==> src/rtl/clock_rate_detector_pkg.sv <==
// clock_rate_detector_pkg: shared rate codes, default timing and FSM encoding for the blink-clock rate detector
package clock_rate_detector_pkg;
  localparam logic [1:0] RATE_1HZ = 2'd0;
  localparam logic [1:0] RATE_2HZ = 2'd1;
  localparam logic [1:0] RATE_4HZ = 2'd2;
  localparam logic [1:0] RATE_8HZ = 2'd3;
  localparam int unsigned HALF_1HZ_DEF = 25_000_000;
  typedef enum logic {SYNC = 1'b0, MEAS = 1'b1} state_t;
endpackage

==> src/rtl/clock_rate_detector_sync_edge_detect.sv <==
// sync_edge_detect: 2-FF synchroniser plus toggle detect for a slow asynchronous level
//   clk_50   in  sampling clock
//   rstn     in  synchronous active-low reset
//   async_in in  asynchronous input level
//   level    out synchronised level
//   toggle   out one-cycle pulse on either polarity of level change
module sync_edge_detect (
  input  logic clk_50,
  input  logic rstn,
  input  logic async_in,
  output logic level,
  output logic toggle
);
  logic s1, s2, s3;
  always_ff @(posedge clk_50) begin
    if (!rstn) {s1, s2, s3} <= 3'b000;
    else {s1, s2, s3} <= {async_in, s1, s2};
  end
  assign level  = s2;
  assign toggle = s2 ^ s3;
endmodule

==> src/rtl/clock_rate_detector.sv <==
// clock_rate_detector: times half periods of a slow square wave and classifies them as 1/2/4/8 Hz
//   clk_50     in  50 MHz system clock
//   rstn       in  synchronous active-low reset
//   sig_in     in  asynchronous square wave under test
//   period     out last measured half period in clk_50 cycles
//   rate       out last matched rate code (0=1 Hz .. 3=8 Hz)
//   rate_valid out last measured period matched a code
//   upd        out one-cycle pulse when period/rate/rate_valid refresh
//   lost       out no edge seen for TIMEOUT cycles
module clock_rate_detector
  import clock_rate_detector_pkg::*;
#(
  parameter int CNT_W             = 27,
  parameter int unsigned HALF_1HZ = HALF_1HZ_DEF,
  parameter int unsigned TOL      = 65_536,
  parameter int unsigned TIMEOUT  = 50_000_000
) (
  input  logic             clk_50,
  input  logic             rstn,
  input  logic             sig_in,
  output logic [CNT_W-1:0] period,
  output logic [1:0]       rate,
  output logic             rate_valid,
  output logic             upd,
  output logic             lost
);
  if (TOL >= HALF_1HZ / 16) begin : g_bad_tol
    $error("TOL must be below HALF_1HZ/16 so the rate windows stay disjoint");
  end
  if (64'(TIMEOUT) >= (64'd1 << CNT_W)) begin : g_bad_timeout
    $error("TIMEOUT must fit in CNT_W bits");
  end
  localparam logic [CNT_W-1:0] CNT_MAX = CNT_W'(TIMEOUT - 1);
  localparam logic [CNT_W:0]   HALF_W  = (CNT_W + 1)'(HALF_1HZ);
  localparam logic [CNT_W:0]   TOL_W   = (CNT_W + 1)'(TOL);
  state_t           state;
  logic [CNT_W-1:0] cnt;
  logic [CNT_W:0]   p, nom, lo, hi;
  logic [1:0]       code;
  logic             hit, sig_edge;
  sync_edge_detect u_sync (
    .clk_50  (clk_50),
    .rstn    (rstn),
    .async_in(sig_in),
    .level   (),
    .toggle  (sig_edge)
  );
  // Windows are disjoint, so at most one k can hit; the lower bound clamps at zero.
  always_comb begin
    p    = {1'b0, cnt} + (CNT_W + 1)'(1);
    hit  = 1'b0;
    code = rate;
    nom  = '0;
    lo   = '0;
    hi   = '0;
    for (int k = 0; k < 4; k++) begin
      nom = HALF_W >> k;
      lo  = (nom > TOL_W) ? nom - TOL_W : '0;
      hi  = nom + TOL_W;
      if (p >= lo && p <= hi) begin
        hit  = 1'b1;
        code = 2'(k);
      end
    end
  end
  // An edge on the timeout cycle is measured, so the edge branch is tested first.
  always_ff @(posedge clk_50) begin
    if (!rstn) begin
      cnt        <= '0;
      period     <= '0;
      rate       <= RATE_1HZ;
      rate_valid <= 1'b0;
      upd        <= 1'b0;
      lost       <= 1'b0;
      state      <= SYNC;
    end else begin
      upd <= 1'b0;
      cnt <= sig_edge ? '0 : (cnt == CNT_MAX ? cnt : cnt + CNT_W'(1));
      if (state == SYNC) begin
        if (sig_edge) begin
          lost  <= 1'b0;
          state <= MEAS;
        end
      end else if (sig_edge) begin
        period     <= p[CNT_W-1:0];
        upd        <= 1'b1;
        rate_valid <= hit;
        if (hit) rate <= code;
      end else if (cnt == CNT_MAX) begin
        lost       <= 1'b1;
        rate_valid <= 1'b0;
        cnt        <= '0;
        state      <= SYNC;
      end
    end
  end
endmodule

==> config.mk <==
export PLATFORM = sky130hd
export DESIGN_NAME = clock_rate_detector
export DESIGN_NICKNAME = d
export VERILOG_FILES = /design/src/rtl/clock_rate_detector_pkg.sv /design/src/rtl/clock_rate_detector_sync_edge_detect.sv /design/src/rtl/clock_rate_detector.sv
export SDC_FILE = /design/constraint.sdc
export NUM_CORES = 1
export LEC_CHECK = 0
export BUFFER_PORTS_ARGS = -buffer_cell sky130_fd_sc_hd__buf_2
export CAP_MARGIN = 20
export CORE_MARGIN = 2
export CORE_UTILIZATION = 50
export CTS_CLUSTER_SIZE = 25
export DETAILED_ROUTE_END_ITERATION = 10
export GPL_TIMING_DRIVEN = 0
export HOLD_SLACK_MARGIN = 0.05
export PLACE_DENSITY = 0.69
export SLEW_MARGIN = 0
export SYNTH_ARGS = -nofsm -noshare
export SYNTH_HDL_FRONTEND = slang
export SYNTH_SLANG_ARGS = --single-unit
==> constraint.sdc <==
create_clock -name clk_50 -period 4.2 [get_ports clk_50]
set_input_delay 0 -clock clk_50 [delete_from_list [all_inputs] [get_ports clk_50]]
set_output_delay 0 -clock clk_50 [all_outputs]
set_load 0.02 [all_outputs]
# Word-level counts from Yosys, hierarchy flattened
# Cells that the tools add are included.
dict set report op_classes {
  addsub 2
  magnitude_cmp 8
  n_eq_ne 2
  mux 23
  bitwise_logic 1
  reduce_logical 12
}
# cell n
set ops {}
lappend ops {{$mux 27} 5}
lappend ops {{$add 27x1->28 const B} 1}
lappend ops {{$ge 28x22->1 const B} 1}
lappend ops {{$ge 28x23->1 const B} 1}
lappend ops {{$ge 28x24->1 const B} 1}
lappend ops {{$ge 28x25->1 const B} 1}
lappend ops {{$le 28x22->1 const B} 1}
lappend ops {{$le 28x23->1 const B} 1}
lappend ops {{$le 28x24->1 const B} 1}
lappend ops {{$le 28x25->1 const B} 1}
lappend ops {{$add 27x1->27 const B} 1}
lappend ops {{$eq 27x26->1 const B} 1}
lappend ops {{$mux 1} 14}
lappend ops {{$mux 2} 4}
lappend ops {{$reduce_and 2->1} 3}
lappend ops {{$logic_and 1x1->1} 4}
lappend ops {{$reduce_and 4->1} 1}
lappend ops {{$reduce_bool 2->1} 2}
lappend ops {{$reduce_bool 4->1} 1}
lappend ops {{$reduce_and 3->1} 1}
lappend ops {{$ne 2x2->1 const B} 1}
lappend ops {{$xor 1x1->1} 1}
dict set report totals {
  regBits 63
  inputBits 3
  output_inout_bits 32
  wordCells 58
}

# Logic depth before layout (Yosys ltp)
# Gate-level depths: netlist (run 1).
dict set report logic_depth {
  ltp_word 8
  mapped_depth 12
}

# Modules after synthesis
# Synthesis (run 1) repeated with hierarchy kept, for this count alone.
dict set report unflattened {
  hier_cells 436
  area_unflattened_um2 3691.0
}
# mod n_inst cells_each area_each_um2 seq_area_each_um2
set modules_own_cells {}
lappend modules_own_cells {clock_rate_detector 1 429 3602.2 1201.2}
lappend modules_own_cells {sync_edge_detect 1 7 88.8 60.1}

# Worst setup path after synthesis (run 1)
# Ideal clock, no wire load.
dict set report synth_timing {
  kind {register to register}
  start {register cnt[0]}
  end {register rate[0]}
  setup_ps 124
  arrival_ps 3106
  required_time_ps 4076
  slack_ps 970
  path_stages_with_launch 13
  path_buffers 2
  cell_sequence {dfxtp_1 -> ha_1 -> buf_4 -> and4_1 -> buf_4 -> nand4_4 -> xor2_1 -> or4_1 -> or4_1 -> o21a_1 -> o41ai_4 -> o21a_1 -> o32ai_1}
}
dict set report synth_between {
  elab_chain_cells 8
  word_cells_on_any_way 22
  classes_between {1 x add/sub; 8 x order compare; 7 x mux; 6 x reduce/logical}
}
# item line
set synth_rtl {}
lappend synth_rtl {{start, declared} clock_rate_detector.sv:37} ;# logic [CNT_W-1:0] cnt;
lappend synth_rtl {{start signal, assigned} clock_rate_detector.sv:78} ;# cnt <= sig_edge ? '0 : (cnt == CNT_MAX ? cnt : cnt + CNT_W'(1));
lappend synth_rtl {{$add 27x1->28 (*)} clock_rate_detector.sv:50} ;# p = {1'b0, cnt} + (CNT_W + 1)'(1);
lappend synth_rtl {{$ge 28x25->1 or $le 28x25->1 (tied branches)} clock_rate_detector.sv:60} ;# if (p >= lo && p <= hi) begin
lappend synth_rtl {{$logic_and 1x1->1} clock_rate_detector.sv:60}
lappend synth_rtl {{$mux 1 (4 in series)} clock_rate_detector.sv:60}
lappend synth_rtl {{$reduce_and 4->1 (no source line)} -}
lappend synth_rtl {{end signal, assigned} clock_rate_detector.sv:88} ;# if (hit) rate <= code;
lappend synth_rtl {{end, declared} clock_rate_detector.sv:22} ;# output logic [1:0] rate,
# Every way passes the cells marked *; elsewhere a longest branch is shown, timed or not.
# A chain may end at the register's enable or synchronous reset.

# Worst setup path after layout (run 1)
dict set report layout_timing {
  start {register cnt[0]}
  end {register rate[1]}
}
# The elaborated chain is that of the path after synthesis.

==> impl_results.md, run 1 <==
* Outcome: finished clean
* Crit path from: cnt[0]$_SDFF_PN0_
* Drt drc at 0
* Reg2Reg Launch Point: cnt[0]$_SDFF_PN0_
* Post-synth cell types at 62
* Routability Congestion at 0.943
* CTS clk-pin slew, worst paths at 70 ps
* Final setup TNS at 0 ps
* IO Port Bufs at 33
* Dpl cells at 575
* Net count after synthesis at about 450
* Post-cts sizing count at 0
* Seq/Total Area, Yosys at 0.344
* Pwr dens at 308 nW/um^2
* Asr flop ratio synth at 0
* Worst hold start: sig_in
* Via Count at 3659
* EDFF count, synth at 0
* F_max at roughly 0.26 GHz
* Final hold vios at 0
* Post-synthesis cell count at 443
* Final std cells w/o fill at between 500 and 600
* Kind of end point of the critical path: register
* Final core occ at 0.586
* CP max stage delay at around 600 ps
* Vias in the first global route at between 3000 and 4000
* H-tree Lvls at 3
* Slew HR at 0.393
* DRT antenna net count at 0
* Max-capacitance violation count at 0
* Pleak at 1.46 nW
* Nets@finish at 495
* Worst-margin pin slew at 904 ps
* Die area at 8030 sq um
* CP max FO at 10
* Crit path launch type: register
* Setup Fix Bufs, Post-CTS at 0
* Final setup viols at 0
* Worst setup path class: register to register
* Core Box Area at 7180 sq um
* Total Power at 1.29 mW
* Initial core utilization at 0.511
* Crit path DAT at 4140 ps
* Hold Crit Class: primary input to register
* Drt total wl at 10.9 mm
* Vias/cell at between 6 and 7
* Clock root buffer: clkbuf_8
* Router iterations before antenna repair at 5
* Pins Over Slew Limit at 0
* Worst skew pair latency at 350 ps
* I/O pin cnt at 35
* Wire per inst at 18.3 microns
* Final HPWL DP at 8.11 mm
* Share of layout cells above drive strength 1 at 0.158
* Worst Skew at 9.26 ps
* Initial antenna violation count at 0
* #FFs+latches synth at 63
* Tcrit/Tclk final at 0.931
* Synth warnings at 0
* CP Cell Sequence: ha_1 -> buf_4 -> nand4_1 -> nor4_1 -> xnor2_1 -> nand3_1 -> o32ai_1 -> mux2i_1 -> or3_1 -> a2111oi_2 -> nor3_1
* Chip height at 89.6 microns
* Worst Path Required at 4430 ps
* Area grow syn2layout at 14.8%
* Sinks on Clock Net at between 60 and 70
* CTS tree: yes
* Global-route wire length before repair at between 15 and 20 mm
* Worst Path Buf+Inv at 1
* Chip width at approximately 90 microns
* CTS max path bufs at 2
* Initial DRC Count at 232
* Row count at 31
* CP delay by family, top: simple AND/OR/NAND/NOR gates
* Antenna cells at 0
* Synthesized cell area at approximately 3700 sq um
* Slowest CP cell: nor4_1
* CTS Buf Count at 9
* Gr usage total at 0.277
* Final worst path period need at 3910 ps
* Largest net degree at the start of global routing at 12
* Syn_area_per_cell at 8.27 sq um
* Remaining Overflow, GRT at 0
* RSZ-0062 raised after global routing: false
* Main flop type after synthesis: dfxtp_1
* Maximum vdd ir drop at 0.163 mV
==> metal layers <==
layer | wire length [microns] | track usage | vias up
met4 | 201 | 0.0977 | 0
li1 | - | - | 1750
met5 | 0 | 0 | -
met2 | 4900 | 0.431 | 173
met1 | 4990 | 0.380 | 1718
met3 | 783 | 0.0558 | 18
==> layout by cell type, fill, tap and decap left out, types with 3 or more instances in the layout <==
cell / Yosys / routed
and4_1: 4 / 4
or4_1: 7 / 7
o21a_1: 5 / 5
xnor2_1: 20 / 20
and3_1: 5 / 5
clkbuf_8: 0 / 11
o41ai_1: 4 / 4
ha_1: 3 / 3
dfxtp_1: 63 / 63
buf_2: 7 / 40
a211oi_1: 27 / 27
nand2b_1: 6 / 6
buf_4: 6 / 6
nor2_1: 56 / 56
mux2i_1: 5 / 5
nor3_1: 15 / 15
xor2_1: 9 / 9
clkbuf_1: 16 / 16
and2_1: 12 / 12
or3_1: 6 / 6
nand4_1: 12 / 12
nand2_1: 21 / 21
clkbuf_2: 3 / 3
a31oi_1: 5 / 5
inv_1: 8 / 8
a21oi_1: 9 / 9
nor4_1: 16 / 16
o21ai_0: 25 / 25
nand3_1: 20 / 20
==> per-stage QoR <==
stage	worst slack, ps	hold WS (ps)	cell area, sq um
after detailed placement	388	212	3950
after CTS	367	394	4200
final	290	403	4200
after floorplan	970	127	3660
after global placement	402	219	3950
after global routing	129	410	4200
==> worst register-to-register path, delay by kind of cell (launching register included) <==
kind	cells	cell delay, ps
flops	1	520
simple gates	5	1720
mux	1	160
fa+ha+maj	1	200
buf+inv	1	160
xor+xnor	1	310
compound gates	2	720
==> power breakdown <==
part	switching [mW]	internal, mW	total (mW)
Combinational	0.0458	0.0233	0.0691
Sequential	0.00986	0.608	0.618
Clock	0.241	0.365	0.606
Total	0.297	0.997	1.29
==> kinds of logic (layout without fill, tap and decap cells) <==
| kind of cell | after synthesis | after routing | synth area share |
|---|---|---|---|
| AND/OR/NAND/NOR | 194 | 194 | 0.293 |
| AO/OA/AOI/OAI | 106 | 106 | 0.214 |
| flip-flops | 63 | 63 | 0.344 |
| buffers and inverters | 42 | 93 | 0.0526 |
| XOR/XNOR | 29 | 29 | 0.0693 |
| multiplexers | 6 | 6 | 0.0167 |
| adder cells (fa/ha/maj) | 3 | 3 | 0.0102 |
==> registers in the layout, summed over array words and instances (netlist names) <==
name          flops
cnt              27
period           27
upd               1
lost              1
rate_valid        1
state             1
u_sync.level      1
u_sync.s3         1
u_sync.s1         1
rate              2
==> final cells by class <==
class                           count  area, sq um
Buffer                             34          163
Clock buffer                       11          151
Clock inverter                      5         80.1
Fill cell                         675         2970
Inverter                            8         30.0
Multi-Input combinational cell    338         2210
Sequential cell                    63         1260
Tap cell                           99          124
Timing Repair Buffer               35          185
==> final timing paths <==
check,endpoint,slack (ps),cells after the start
worst max-delay path,rate[1]$_SDFFE_PN0P_,290,11
worst min-delay path,u_sync.s1$_SDFF_PN0_,400,3
worst max register to register,rate[1]$_SDFFE_PN0P_,290,11
worst min register to register,u_sync.level$_SDFF_PN0_,440,1
==> repair_timing <==
item                                    CTS  global route
hold buffers                              2             0
endpoints found under the setup margin    0             0
endpoints found under the hold margin     2             0
==> Yosys cell counts, types with 5 or more instances <==
cell type,n,area share
clkbuf_1,16,0.016
nor3_1,15,0.020
nor4_1,16,0.027
o21ai_0,25,0.034
a21oi_1,9,0.012
nor2_1,56,0.057
o21a_1,5,0.010
dfxtp_1,63,0.34
nand4_1,12,0.020
xor2_1,9,0.022
and2_1,12,0.020
inv_1,8,0.0082
a31oi_1,5,0.0085
mux2i_1,5,0.014
nand3_1,20,0.027
nand2b_1,6,0.010
a211oi_1,27,0.055
and3_1,5,0.0085
nand2_1,21,0.022
or4_1,7,0.014
buf_2,7,0.0096
xnor2_1,20,0.048
buf_4,6,0.012
or3_1,6,0.010
(Power assumes the default switching activity.)
==> inputs of run 2 (changes only) <==
--- a/config.mk
+++ b/config.mk
@@ -8,12 +8,12 @@
 export BUFFER_PORTS_ARGS = -buffer_cell sky130_fd_sc_hd__buf_2
 export CAP_MARGIN = 20
 export CORE_MARGIN = 2
-export CORE_UTILIZATION = 50
+export CORE_UTILIZATION = 59
 export CTS_CLUSTER_SIZE = 25
 export DETAILED_ROUTE_END_ITERATION = 10
 export GPL_TIMING_DRIVEN = 0
 export HOLD_SLACK_MARGIN = 0.05
-export PLACE_DENSITY = 0.69
+export PLACE_DENSITY = 0.79
 export SLEW_MARGIN = 0
 export SYNTH_ARGS = -nofsm -noshare
 export SYNTH_HDL_FRONTEND = slang
==> impl_results.md, run 2 (synthesized netlist as in run 1, its figures left out) <==
* Outcome: finished clean
* Global-route wire length before repair at between 15 and 20 mm
* Chip width at between 80 and 90 microns
* CP max FO at 10
* Area of the multi-input gates at 2210 sq um
* RSZ-0062 raised after global routing: false
* DRT antenna net count at 0
* Crit path launch type: register
* Reg2Reg Launch Point: cnt[0]$_SDFF_PN0_
* Row count at 28
* Share of layout cells above drive strength 1 at 0.152
* Area grow syn2layout at 12.8%
* Via Count at 3709
* Max-capacitance violation count at 0
* Vias/cell at 6.52
* Final core occ at 0.694
* Initial core utilization at 0.615
* Sinks on Clock Net at 63
* Clock power frac at 0.423
* Worst-margin pin slew at between 900 and 1000 ps
* Initial DRC Count at 356
* Gate power share at 0.059
* F_max at 0.259 GHz
* Sequential cell area at 1260 sq um
* Final worst path period need at 3860 ps
* Final hold vios at 0
* Setup slack, reg-to-reg at 340 ps
* Antenna cells at 0
* Net Sw Power at 0.294 mW
* Part of the power in registers at 0.518
* Nets@finish at 496
* Worst Skew at slightly below 8 ps
* Pins Over Slew Limit at 0
* Slew HR at 0.346
* Most common cell after layout, fill and taps aside: dfxtp_1
* Router iterations before antenna repair at 5
* Dpl cells at 551
* CTS max path bufs at 2
* Min-Delay Endpoint: u_sync.level$_SDFF_PN0_
* Post-cts sizing count at 0
* Final std cells w/o fill at 569
* Gr usage total at 0.329
* Vias in the first global route at 3450
* Worst skew pair latency at 350 ps
* Pwr dens at between 200 and 300 nW/um^2
* Worst Path Required at 4430 ps
* Top flop regs: cnt: 27 flops, period: 27 flops, rate: 2 flops
* Kind of end point of the critical path: register
* Final HPWL DP at 8.05 mm
* CTS clk-pin slew, worst paths at 70 ps
* Maximum vdd ir drop at 0.379 mV
* Worst setup path class: register to register
* Drt total wl at 11.1 mm
* IO Port Bufs at 33
* Crit path DAT at around 4000 ps
* Pleak at roughly 1.4 nW
* Core Box Area at approximately 6000 sq um
* H-tree Lvls at 3
* Reg-to-reg endpoint: rate[1]$_SDFFE_PN0P_
* Die area at 6860 sq um
* Fillers at 521
* R2R depth at 11
* Largest net degree at the start of global routing at 11
* Drt drc at 0
* Most frequent cells in the layout: dfxtp_1 (63), nor2_1 (56), buf_2 (40)
* I/O pin cnt at 35
* CTS tree: yes
* Hold path depth at 1
* Sw frac at 0.246
* Routability Congestion at between 0.9 and 1
* Chip height at 82.8 microns
* Final setup TNS at 0 ps
* Pint at 0.901 mW
* Remaining Overflow, GRT at 0
* Clock root buffer: clkbuf_8
* Setup Fix Bufs, Post-CTS at 0
* Wire per inst at ~20 microns
* Worst hold start: u_sync.s1$_SDFF_PN0_
* Final setup viols at 0
* Tcrit/Tclk final at 0.918
* Initial antenna violation count at 0
* CTS Buf Count at 9
* Hold Crit Class: register to register
[run 2: worst max path at each step]
stage,start,to
after floorplan,cnt[0]$_SDFF_PN0_,rate[0]$_SDFFE_PN0P_
after global placement,cnt[0]$_SDFF_PN0_,rate[1]$_SDFFE_PN0P_
after detailed placement,cnt[0]$_SDFF_PN0_,rate[1]$_SDFFE_PN0P_
after CTS,cnt[0]$_SDFF_PN0_,rate[1]$_SDFFE_PN0P_
after global routing,cnt[0]$_SDFF_PN0_,rate[1]$_SDFFE_PN0P_
final,cnt[0]$_SDFF_PN0_,rate[1]$_SDFFE_PN0P_
[run 2: timing repair]
item	4_1_cts	5_1_grt
endpoints found under the setup margin	0	0
endpoints found under the hold margin	6	0
hold buffers	3	0
[run 2: worst max-delay path, stage by stage (launching register included)]
cell,delay [ps]
dfxtp_1,560
ha_1,220
buf_4,160
nand4_1,330
nor4_1,540
xnor2_1,290
nand3_1,290
o32ai_1,390
mux2i_1,160
or3_1,380
a2111oi_2,320
nor3_1,100
[run 2: per-layer routing]
metal	GRT usage	routed length (microns)	up-vias
met2	0.504	4930	205
met3	0.0596	1020	37
met5	0	0	-
li1	-	-	1753
met4	0.142	395	0
met1	0.453	4770	1714
[run 2: through the flow]
step / power [mW] / hold slack (ps) / setup slack (ps) / instance area (sq um)
3_5_place_dp: 0.699 / 215 / 421 / 3920
3_3_place_gp: 0.697 / 211 / 444 / 3920
5_1_grt: 1.22 / 480 / 190 / 4130
2_1_floorplan: 0.675 / 127 / 970 / 3660
4_1_cts: 1.20 / 451 / 403 / 4130
6_report: 1.20 / 457 / 345 / 4130
[run 2: cell type report]
type	instances	area share
multi-input combinational	338	0.535
clock buffer	11	0.0318
clock inverter	4	0.0115
tap	75	0.0227
sequential	63	0.305
buffer	34	0.0394
timing repair buffer	36	0.0472
inverter	8	0.00727
[run 2: power by group through the flow]
| stage | clock network (mW) | logic, mW | registers [mW] |
|---|---|---|---|
| 3_5_place_dp | 0 | 0.0671 | 0.632 |
| 2_1_floorplan | 0 | 0.0375 | 0.638 |
| 4_1_cts | 0.508 | 0.0698 | 0.618 |
| 6_report | 0.506 | 0.0709 | 0.619 |
| 3_3_place_gp | 0 | 0.0661 | 0.631 |
| 5_1_grt | 0.527 | 0.0778 | 0.620 |
==> inputs of run 3 (changes only) <==
--- a/config.mk
+++ b/config.mk
@@ -7,6 +7,7 @@
 export LEC_CHECK = 0
 export BUFFER_PORTS_ARGS = -buffer_cell sky130_fd_sc_hd__buf_2
 export CAP_MARGIN = 20
+export CORE_ASPECT_RATIO = 0.5
 export CORE_MARGIN = 2
 export CORE_UTILIZATION = 59
 export CTS_CLUSTER_SIZE = 25
==> impl_results.md, run 3 (synthesized netlist as in run 1, its figures left out) <==
* Outcome: finished clean
* Wire per inst at 18.6 microns
* Largest net degree at the start of global routing at 11
* Worst Skew at 7.35 ps
* Worst hold start: rstn
* Vias in the first global route at 3012
* Core Box Area at 6030 sq um
* Gr usage total at 0.323
* Die area at 6890 sq um
* Initial DRC Count at 389
* Finished Cell Area at approximately 4200 sq um
* Setup WS pre-CTS at 359 ps
* Router iterations before antenna repair at 5
* Chip height at 59.7 microns
* Drt total wl at 10.8 mm
* Row count at 20
* Pwr dens at 334 nW/um^2
* Via Count at 3659
* Clock root buffer: clkbuf_16
* Routability Congestion at between 0.9 and 1
* I/O pin cnt at 35
* Global-route wire length before repair at about 16 mm
* Kind of end point of the critical path: register
* Worst skew pair latency at between 300 and 400 ps
* CP max FO at 10
* Crit path from: cnt[0]$_SDFF_PN0_
* Final setup TNS at 0 ps
* Nets@finish at between 400 and 500
* CTS clk-pin slew, worst paths at 50 ps
* Worst Path Required at 4410 ps
* Crit path DAT at around 4200 ps
* Initial antenna violation count at 0
* CTS Buf Count at 9
* DP Area at 3940 sq um
* Pins Over Slew Limit at 0
* Share of layout cells above drive strength 1 at 0.156
* F_max at ~0.25 GHz
* Worst hold slack at 86.6 ps
* Chip width at approximately 120 microns
* Hold Crit Class: primary input to register
* DRT antenna net count at 0
* Post-cts sizing count at 0
* Pleak at 1.49 nW
* Slew HR at 0.411
* Crit path launch type: register
* Most frequent cells in the layout: dfxtp_1 (63), nor2_1 (56), buf_2 (40)
* Max-capacitance violation count at 0
* Final std cells w/o fill at about 580
* Initial core utilization at 0.607
* RSZ-0062 raised after global routing: false
* Drt drc at 0
* H-tree Lvls at 3
* Dpl cells at around 560
* Tcrit/Tclk final at 0.942
* Antenna cells at 0
* Final hold vios at 0
* Final HPWL DP at 8.02 mm
* Remaining Overflow, GRT at 0
* Final WS setup at between 200 and 250 ps
* Maximum vdd ir drop at 0.326 mV
* IO Port Bufs at 33
* Top flop regs: cnt: 27 flops, period: 27 flops, rate: 2 flops
* CTS tree: yes
* Vias/cell at 6.30
* Worst setup path class: register to register
* Area grow syn2layout at 15.9%
* Final worst path period need at between 3000 and 4000 ps
* Setup Fix Bufs, Post-CTS at 0
* Final setup viols at 0
* Reg2Reg Launch Point: cnt[0]$_SDFF_PN0_
* Most common cell after layout, fill and taps aside: dfxtp_1
* CTS max path bufs at 2
* Sinks on Clock Net at 63
* Worst-margin pin slew at just under 900 ps
[run 3: layer usage]
layer	GRT usage	wire length, microns	vias up
met5	0	0	-
met4	0.126	235	0
met3	0.0791	1070	31
met2	0.441	4300	183
met1	0.484	5200	1701
li1	-	-	1744
[run 3: final timing paths]
path / end / slack (ps) / cells after the start
min: rate[1]$_SDFFE_PN0P_ / 90 / 3
max: rate[1]$_SDFFE_PN0P_ / 250 / 11
min reg2reg: u_sync.level$_SDFF_PN0_ / 440 / 1
max reg2reg: rate[1]$_SDFFE_PN0P_ / 250 / 11
[run 3: critical path, stage by stage (launching register included)]
cell	delay [ps]
dfxtp_1	590
ha_1	220
buf_4	160
nand4_1	320
nor4_1	560
xnor2_1	280
nand3_1	280
o32ai_1	390
mux2i_1	180
or3_1	400
a2111oi_2	320
nor3_1	110
[run 3: power by group]
| group | internal [mW] | switching, mW | total [mW] |
|---|---|---|---|
| registers | 0.610 | 0.0108 | 0.620 |
| clock network | 0.462 | 0.265 | 0.727 |
| logic | 0.0232 | 0.0488 | 0.0720 |
[run 3: metrics by stage]
| stage | power (mW) | util |
|---|---|---|
| final | 1.42 | 0.704 |
| after global routing | 1.45 | 0.704 |
| after CTS | 1.42 | 0.704 |
| after detailed placement | 0.702 | 0.653 |
| after global placement | 0.701 | 0.653 |
| after floorplan | 0.675 | - |
[run 3: repair_timing]
item,CTS,global route
hold endpoints to repair,1,0
endpoints found under the setup margin,0,0
hold buffers,1,0
[run 3: layout make-up]
cell class,count,area [sq um]
multi-input combinational,338,2210
clock buffer,14,284
clock inverter,2,12.5
inverter,8,30.0
tap,88,110
timing repair buffer,34,175
fill,483,1790
buffer,34,163
sequential,63,1260
